--- src/rtl/uart_pkg.sv ---
// Shared UART types and line-level constants for the TX path (and a future RX).
package uart_pkg;

  typedef enum logic [2:0] {
    IDLE,
    START,
    DATA,
    STOP,
    PARITY
  } tx_state_t;

  localparam logic START_BIT  = 1'b0;
  localparam logic STOP_BIT   = 1'b1;
  localparam logic IDLE_LEVEL = 1'b1;

  localparam int DEFAULT_CLKS_PER_BIT = 868;  // 100 MHz / 115200 baud

endpackage

--- src/rtl/uart_tx_if.sv ---
// Byte handshake between an upstream byte producer and uart_tx.
interface uart_tx_if;

  logic [7:0] data_in;
  logic       valid_in;
  logic       ready;

  modport master (output data_in, output valid_in, input ready);
  modport slave  (input data_in, input valid_in, output ready);

endinterface

--- src/rtl/uart_baud_counter.sv ---
// Bit-period timer: counts 0..CLKS_PER_BIT-1 while enabled, pulses bit_done on the last count.
module uart_baud_counter
  import uart_pkg::*;
#(
  parameter int CLKS_PER_BIT = DEFAULT_CLKS_PER_BIT
) (
  input  logic clk,
  input  logic reset,
  input  logic clear,
  input  logic enable,
  output logic bit_done
);

  localparam int CNT_W = (CLKS_PER_BIT > 1) ? $clog2(CLKS_PER_BIT) : 1;
  localparam logic [CNT_W-1:0] LAST_COUNT = CNT_W'(CLKS_PER_BIT - 1);

  logic [CNT_W-1:0] count;

  assign bit_done = enable & (count == LAST_COUNT);

  // NOTE: sequential state uses <= so every flop samples pre-edge values regardless of block order.
  always_ff @(posedge clk) begin
    if (reset || clear) begin
      count <= '0;
    end else if (enable) begin
      count <= bit_done ? '0 : count + CNT_W'(1);
    end
  end

endmodule

--- src/rtl/uart_tx.sv ---
// 8N1 UART transmitter with registered tx and a valid/ready byte handshake.
// Define UART_TX_PARITY_EN to insert an even-parity bit (8E1).
module uart_tx
  import uart_pkg::*;
#(
  parameter int CLKS_PER_BIT = DEFAULT_CLKS_PER_BIT,
  parameter int DATA_BITS    = 8
) (
  input  logic     clk,
  input  logic     reset,
  uart_tx_if.slave bus,
  output logic     tx,
  output logic     busy
);

  if (CLKS_PER_BIT < 2) begin : g_bad_clks_per_bit
    $error("uart_tx: CLKS_PER_BIT must be >= 2");
  end
  if (DATA_BITS != 8) begin : g_bad_data_bits
    $error("uart_tx: DATA_BITS is fixed at 8");
  end

  localparam logic [2:0] LAST_BIT = 3'(DATA_BITS - 1);

  tx_state_t            state, next_state;
  logic [DATA_BITS-1:0] shift_q, shift_next;
  logic [2:0]           bit_idx, bit_idx_next;
  logic                 tx_next;
  logic                 accept;
  logic                 bit_done;

`ifdef UART_TX_PARITY_EN
  logic parity_q;
`endif

  // ready depends only on registered state and reset, never on valid_in.
  assign bus.ready = (state == IDLE) & ~reset;
  assign accept    = bus.valid_in & bus.ready;
  assign busy      = (state != IDLE);

  uart_baud_counter #(
    .CLKS_PER_BIT(CLKS_PER_BIT)
  ) u_baud (
    .clk     (clk),
    .reset   (reset),
    .clear   (accept),
    .enable  (busy),
    .bit_done(bit_done)
  );

  // NOTE: every always_comb output gets a default first so no path can infer a latch.
  always_comb begin
    next_state   = state;
    shift_next   = shift_q;
    bit_idx_next = bit_idx;

    case (state)
      IDLE: begin
        if (accept) begin
          next_state   = START;
          shift_next   = bus.data_in;
          bit_idx_next = '0;
        end
      end
      START: begin
        if (bit_done) next_state = DATA;
      end
      DATA: begin
        if (bit_done) begin
          shift_next   = shift_q >> 1;
          bit_idx_next = bit_idx + 3'd1;
          if (bit_idx == LAST_BIT) begin
`ifdef UART_TX_PARITY_EN
            next_state = PARITY;
`else
            next_state = STOP;
`endif
          end
        end
      end
`ifdef UART_TX_PARITY_EN
      PARITY: begin
        if (bit_done) next_state = STOP;
      end
`endif
      STOP: begin
        if (bit_done) next_state = IDLE;
      end
      default: next_state = IDLE;
    endcase

    // tx is decoded from the upcoming state so the line changes on the same edge as the state.
    case (next_state)
      START:   tx_next = START_BIT;
      DATA:    tx_next = shift_next[0];
`ifdef UART_TX_PARITY_EN
      PARITY:  tx_next = parity_q;
`endif
      STOP:    tx_next = STOP_BIT;
      default: tx_next = IDLE_LEVEL;
    endcase
  end

  // NOTE: the shift register is reset along with control so tx never sees X after reset.
  always_ff @(posedge clk) begin
    if (reset) begin
      state   <= IDLE;
      shift_q <= '0;
      bit_idx <= '0;
      tx      <= IDLE_LEVEL;
    end else begin
      state   <= next_state;
      shift_q <= shift_next;
      bit_idx <= bit_idx_next;
      tx      <= tx_next;
    end
  end

`ifdef UART_TX_PARITY_EN
  always_ff @(posedge clk) begin
    if (reset) begin
      parity_q <= 1'b0;
    end else if (accept) begin
      parity_q <= ^bus.data_in;
    end
  end
`endif

endmodule

--- src/flat_wrapper.sv ---
// flat-port wrapper written by rule: the top's interface ports become plain ports
module uart_tx_flat import uart_pkg::*;
#(
  parameter int CLKS_PER_BIT = DEFAULT_CLKS_PER_BIT,
  parameter int DATA_BITS    = 8
)
  (clk, reset, tx, busy, bus_data_in, bus_valid_in, bus_ready);
  uart_tx_if bus_i ();
  input  logic clk;
  input  logic reset;
  output logic tx;
  output logic busy;
  input wire logic [$bits(bus_i.data_in)-1:0] bus_data_in;
  input wire logic [$bits(bus_i.valid_in)-1:0] bus_valid_in;
  output wire logic [$bits(bus_i.ready)-1:0] bus_ready;
  assign bus_i.data_in = bus_data_in;
  assign bus_i.valid_in = bus_valid_in;
  assign bus_ready = bus_i.ready;
  uart_tx #(.CLKS_PER_BIT(CLKS_PER_BIT), .DATA_BITS(DATA_BITS)) u_core (.clk(clk), .reset(reset), .bus(bus_i), .tx(tx), .busy(busy));
endmodule
--- config.mk ---
export PLATFORM = sky130hd
export DESIGN_NAME = uart_tx_flat
export DESIGN_NICKNAME = d
export VERILOG_FILES = /design/src/rtl/uart_pkg.sv /design/src/rtl/uart_tx_if.sv /design/src/rtl/uart_baud_counter.sv /design/src/rtl/uart_tx.sv /design/src/flat_wrapper.sv
export SDC_FILE = /design/constraint.sdc
export NUM_CORES = 1
export LEC_CHECK = 0
export BUFFER_PORTS_ARGS = -buffer_cell sky130_fd_sc_hd__buf_2
export CORE_MARGIN = 2
export CORE_UTILIZATION = 40
export CTS_BUF_LIST = sky130_fd_sc_hd__clkbuf_4
export DETAILED_ROUTE_END_ITERATION = 16
export PLACE_DENSITY = 0.57
export SYNTH_ARGS = -nofsm -noshare
export SYNTH_HDL_FRONTEND = slang
export SYNTH_HIERARCHICAL = 1
export SYNTH_SLANG_ARGS = --single-unit
--- constraint.sdc ---
create_clock -name clk -period 6.55 [get_ports clk]
set_input_delay 0.9825 -clock clk [delete_from_list [all_inputs] [get_ports clk]]
set_output_delay 0.9825 -clock clk [all_outputs]
set_load 0.01 [all_outputs]
### Yosys cells after proc, flatten, opt, wreduce, memory -nomap -nowiden

Index checks and enable logic that the tools add are counted.

* multiplexer cells: 14
* reductions and logical operators: 5
* equal/unequal tests: 9
* bitwise operators: 4
* add/sub/neg operators: 2

Operators by type and width (number)
* 2-to-1 mux 3 bit: 7
* 2-to-1 mux 8 bit: 2
* case mux 8 bit (2 select lines): 1
* case mux 3 bit (4 select lines): 1
* adder 10 x 1 -> 10 bit, second input constant: 1
* == test 10 bit, second input constant: 1
* 2-to-1 mux 10 bit: 1
* == test 3 x 2 -> 1 bit, second input constant: 3
* == test 3 x 1 -> 1 bit, second input constant: 2
* case mux 3 bit (2 select lines): 1
* != test 2 bit, second input constant: 2
* adder 3 x 1 -> 3 bit, second input constant: 1
* AND 1 bit: 3
* == test 3 bit, second input constant: 1
* zero test 3 bit: 1
* AND reduction 3 bit: 1
* nonzero test 3 bit: 1
* case mux 1 bit (2 select lines): 1
* nonzero test 2 bit: 1
* logical OR 1 bit: 1
* NOT 1 bit: 1

* register bits after elaboration: 25
* logic and storage cells: 40
* output and inout bits: 3

### Logic depth before layout (Yosys ltp)

* depth in word-level cells: 7
* mapped depth: 8
* depth with buffers taken out: 8

### Cells and area by module

The synthesis kept the hierarchy.

By module, submodules not included
* uart_tx: seq. area each 300.3 um^2, cells each 74, instances 1, area each 694.4 um^2
* uart_baud_counter: seq. area each 200.2 um^2, cells each 56, instances 1, area each 505.5 um^2

### Least setup slack after synthesis

Ideal clock, no wire load.

* path type: register to register
* start point: register u_core.state[2]
* end point: register u_core.bit_idx[1]
* clock period less this slack: 2.724 ns
* data arrival time: 2.592 ns
* path slack: 3.826 ns
* stages on the path, launching flop included: 9
* setup time: 0.132 ns
* data required time: 6.418 ns
* path through: dfxtp_1 -> or3_1 -> nand2_1 -> or4b_1 -> nor4_1 -> nor4bb_2 -> buf_4 -> nand3b_1 -> a21oi_1

RTL lines
* start: declaration: line uart_tx.sv:25 `tx_state_t state, next_state;`
* start signal: assignment: line uart_tx.sv:112 `state <= next_state;`
* nonzero test 3 bit: line uart_tx.sv:39 `assign busy = (state != IDLE);`
* named net busy: line flat_wrapper.sv:12 `output logic busy;`
* AND 1 bit: line uart_baud_counter.sv:19 `assign bit_done = enable & (count == LAST_COUNT);`
* named net u_core.bit_done: line uart_tx.sv:30 `logic bit_done;`
* != test 2 bit (no source line)
* AND reduction 3 bit (no source line)
* end signal: assignment: line uart_tx.sv:114 `bit_idx <= bit_idx_next;`
* end: declaration: line uart_tx.sv:27 `logic [2:0] bit_idx, bit_idx_next;`

The timed path passes the listed nets, and every way through them passes these cells.
A chain may end at the register's enable or synchronous reset.

### Worst setup path after layout

* start point: register u_core.state[2]
* end point: register u_core.bit_idx[0]

RTL lines (line)
* nonzero test 3 bit: uart_tx.sv:39
* AND 1 bit: uart_baud_counter.sv:19
* named net u_core.bit_done: uart_tx.sv:30
* != test 2 bit (no source line)
* AND reduction 3 bit (no source line)

The timed path passes the listed nets, and every way through them passes these cells.

==> impl_metrics.csv <==
group,metric,value,unit
setup_path,r2r_start,"u_core/state[2]",
logic_synthesis,synth_top_family_by_area,"simple AND/OR/NAND/NOR gates",
timing,clock.fmax,266,MHz
drt,drc,0,
setup_path,cp_num_buf_inv,0,
power_and_ir_drop,power_frac_comb,7.2,%
logic_synthesis,yosys.area_share.simple,27.4,%
timing,slew_headroom,33.7,%
die,fp-row-count,19,
timing,hold_viol_final,0,
drt,post_drt_via_cell_ratio,5.74,
power_and_ir_drop,pwr-share-clk,29.2,%
placed_design,placed_cells,170,
grt,overflow,0,
setup_path,cp-start-kind,"register",
logic_synthesis,ys_types,40,
setup_path,arrival,3.98,ns
die,coreArea,2810,um2
power_and_ir_drop,p_sw_share,23.4,%
die,fp.dieW,58.8,um
timing,fin_worst_hold_slack,0.466,ns
timing,maxSlewViolCount,0,
min_path,hold_start,"u_core/shift_q[6]",
cells_and_area,drive_above_1_share,17.5,%
logic_synthesis,synth_compound_area_share,19.8,%
setup_path,critPathRequiredTime,6.77,ns
clocking,path_clk_slew,0.13,ns
setup_path,crit_start,"u_core/state[2]",
timing,finalSetupViolCount,0,
grt,antenna_found_initial,0,
timing,setup_tns,0,ns
logic_synthesis,synthAdderAreaFrac,3.13,%
drt,dr.first_iter.drc_count,32,
setup_path,path_cells,"or3_1 -> nand2_1 -> or4b_1 -> nor4_1 -> nor4bb_2 -> a21oi_1 -> mux2i_1 -> nor2_1",
placed_design,io_buffers,13,
cells_and_area,layout_common_cells,"dfxtp_1 (25), a21oi_1 (16), buf_2 (13), nand2_1 (12), nor2_1 (7)",
timing,rsz0062_at_grt,"no",
flow_run,max-cap-violations,0,
cells_and_area,layout.cells.non_filler,174,
clocking,ctsResizeCount,0,
status,status,"finished clean",
power_and_ir_drop,cellPowerDensity,191,nW/um2
logic_synthesis,synth_edf_count,0,
cells_and_area,final_common_cell,"dfxtp_1",
drt,vias,999,
timing,clock_skew,0.00663,ns
die,die_y,58.8,um
setup_path,cp_top_family,"simple AND/OR/NAND/NOR gates",
clocking,cts_buffers,3,
clocking,clock_path_buffers,2,
placed_design,gp_congestion,0.735,
clocking,cts_tree,"built",
logic_synthesis,synth-xor-area-share,2.92,%
drt,routedWlPerCell,13.7,um
power_and_ir_drop,power,0.250,mW
die,die_area,3450,um2
logic_synthesis,synth_nets,144,
clocking,post_cts.repair.setup_buffers,0,
power_and_ir_drop,p_seq_share,63.6,%
drt,drt_wl_total,2390,um
clocking,clockRootBuffer,"clkbuf_4",
grt,grt_max_degree,16,
clocking,cts_hold_buf,0,
drt,drtPass1Iterations,4,
logic_synthesis,yosysSeqAreaShare,41.7,%
cells_and_area,antenna_cells,0,
grt,grt_pass1_vias,968,
setup_path,cp_max_fo,13,
drt,drtAntennaViolNets,0,
logic_synthesis,synth_area_per_cell,9.23,um2
logic_synthesis,synthMuxAreaShare,1.77,%
clocking,htreeDepth,1,
setup_path,slowest_stage,"nor4bb_2",
setup_path,path_class,"reg2reg",
cells_and_area,area_growth,8.86,%
power_and_ir_drop,p_switching,0.0583,mW
logic_synthesis,synthCells,130,
die,io_pins,14,
setup_path,end_kind,"register",
timing,tightest_slew,0.981,ns
placed_design,hpwl,1770,um
clocking,clkSinkCount,25,
logic_synthesis,netlist_area,1200,um2
logic_synthesis,yosysWarnings,6,
logic_synthesis,ys_seq_elements,25,
die,initial_utilization,42.8,%
logic_synthesis,synth_ff_type,"dfxtp_1",
timing,fin_crit,3.76,ns
setup_path,critPathMaxStageDelay,0.98,ns
grt,track_usage,15.8,%
clocking,clock_latency,0.32,ns
cells_and_area,nets,158,
min_path,hp-class,"reg2reg",
grt,grt_pass1_wl,4240,um
power_and_ir_drop,intPower,0.191,mW
power_and_ir_drop,peakVddDrop,0.126,mV
power_and_ir_drop,p_leak,0.457,nW
logic_synthesis,async_reset_ff_share,0,%
timing,fin_crit_sh,57.5,%
[synthesized netlist by cell type (2+ instances only)]
master / instances / share of area [%]
a21oi_1: 16 / 6.7
or3_1: 4 / 2.1
nand3b_1: 6 / 3.8
dfxtp_1: 25 / 42
nor4_1: 3 / 1.6
o21ai_0: 6 / 2.5
nand3_1: 5 / 2.1
nor2_1: 7 / 2.2
ha_1: 3 / 3.1
nand2_1: 12 / 3.8
or4_1: 2 / 1.3
o21a_1: 2 / 1.3
nand4_1: 4 / 2.1
xor2_1: 3 / 2.2
a22oi_1: 6 / 3.8
o31ai_1: 2 / 1.3
[layer usage]
metal	wire, um	GRT usage, %
met1	1100	19.6
met2	1210	27.6
met3	43	1.98
met4	29	5.84
met5	0	0
[kinds of logic (layout without fill, tap and decap cells)]
| kind of cell | Yosys count | after routing |
|---|---|---|
| simple gates | 53 | 53 |
| mux | 2 | 2 |
| buf+inv | 6 | 19 |
| other cells | 1 | 1 |
| compound gates | 36 | 36 |
| flops | 25 | 25 |
| xor+xnor | 4 | 4 |
| fa+ha+maj | 3 | 3 |
[path summary, 6_finish.rpt]
kind / to / slack [ns] / cells after the start
setup reg to reg: u_core/bit_idx[0] / 2.79 / 8
hold reg to reg: u_core/shift_q[6] / 0.47 / 2
hold / removal: u_core/shift_q[6] / 0.47 / 2
setup / recovery: u_core/bit_idx[0] / 2.79 / 8
[stage by stage]
stage / util, % / cell area (um2) / worst slack, ns
after floorplan: - / 1200 / 3.83
after global placement: 45.5 / 1280 / 3.01
after detailed placement: 45.5 / 1280 / 2.79
after CTS: 46.6 / 1310 / 2.77
after global routing: 46.6 / 1310 / 2.28
final: 46.6 / 1310 / 2.79
[registers in the layout (all words and copies together), names as in the netlist]
name                 flops
u_core/state             3
u_core/u_baud/count     10
u_core/tx                1
u_core/shift_q           8
u_core/bit_idx           3
[worst min-delay path, delay by kind of cell (launching register included)]
family | cells | cell delay [ns]
simple gates | 1 | 0.05
flops | 1 | 0.33
compound gates | 1 | 0.05
[layout make-up]
cell class              instances  area (um2)
well taps                      31        38.8
clock buffers                   4        30.0
multi-input cells              99         664
repair buffers                 13        65.1
flip-flops and latches         25         500
fillers                       296        1500
inverters                       2        7.51
[power by group through the flow]
stage          clock (mW)  sequential, mW  combinational (mW)
4_1_cts            0.0756           0.159              0.0184
3_3_place_gp            0           0.162              0.0178
5_1_grt            0.0849           0.159              0.0206
6_report           0.0728           0.159              0.0181
2_1_floorplan           0           0.161              0.0121
3_5_place_dp            0           0.162              0.0183
No activity file was read; power rests on OpenSTA's default activity.
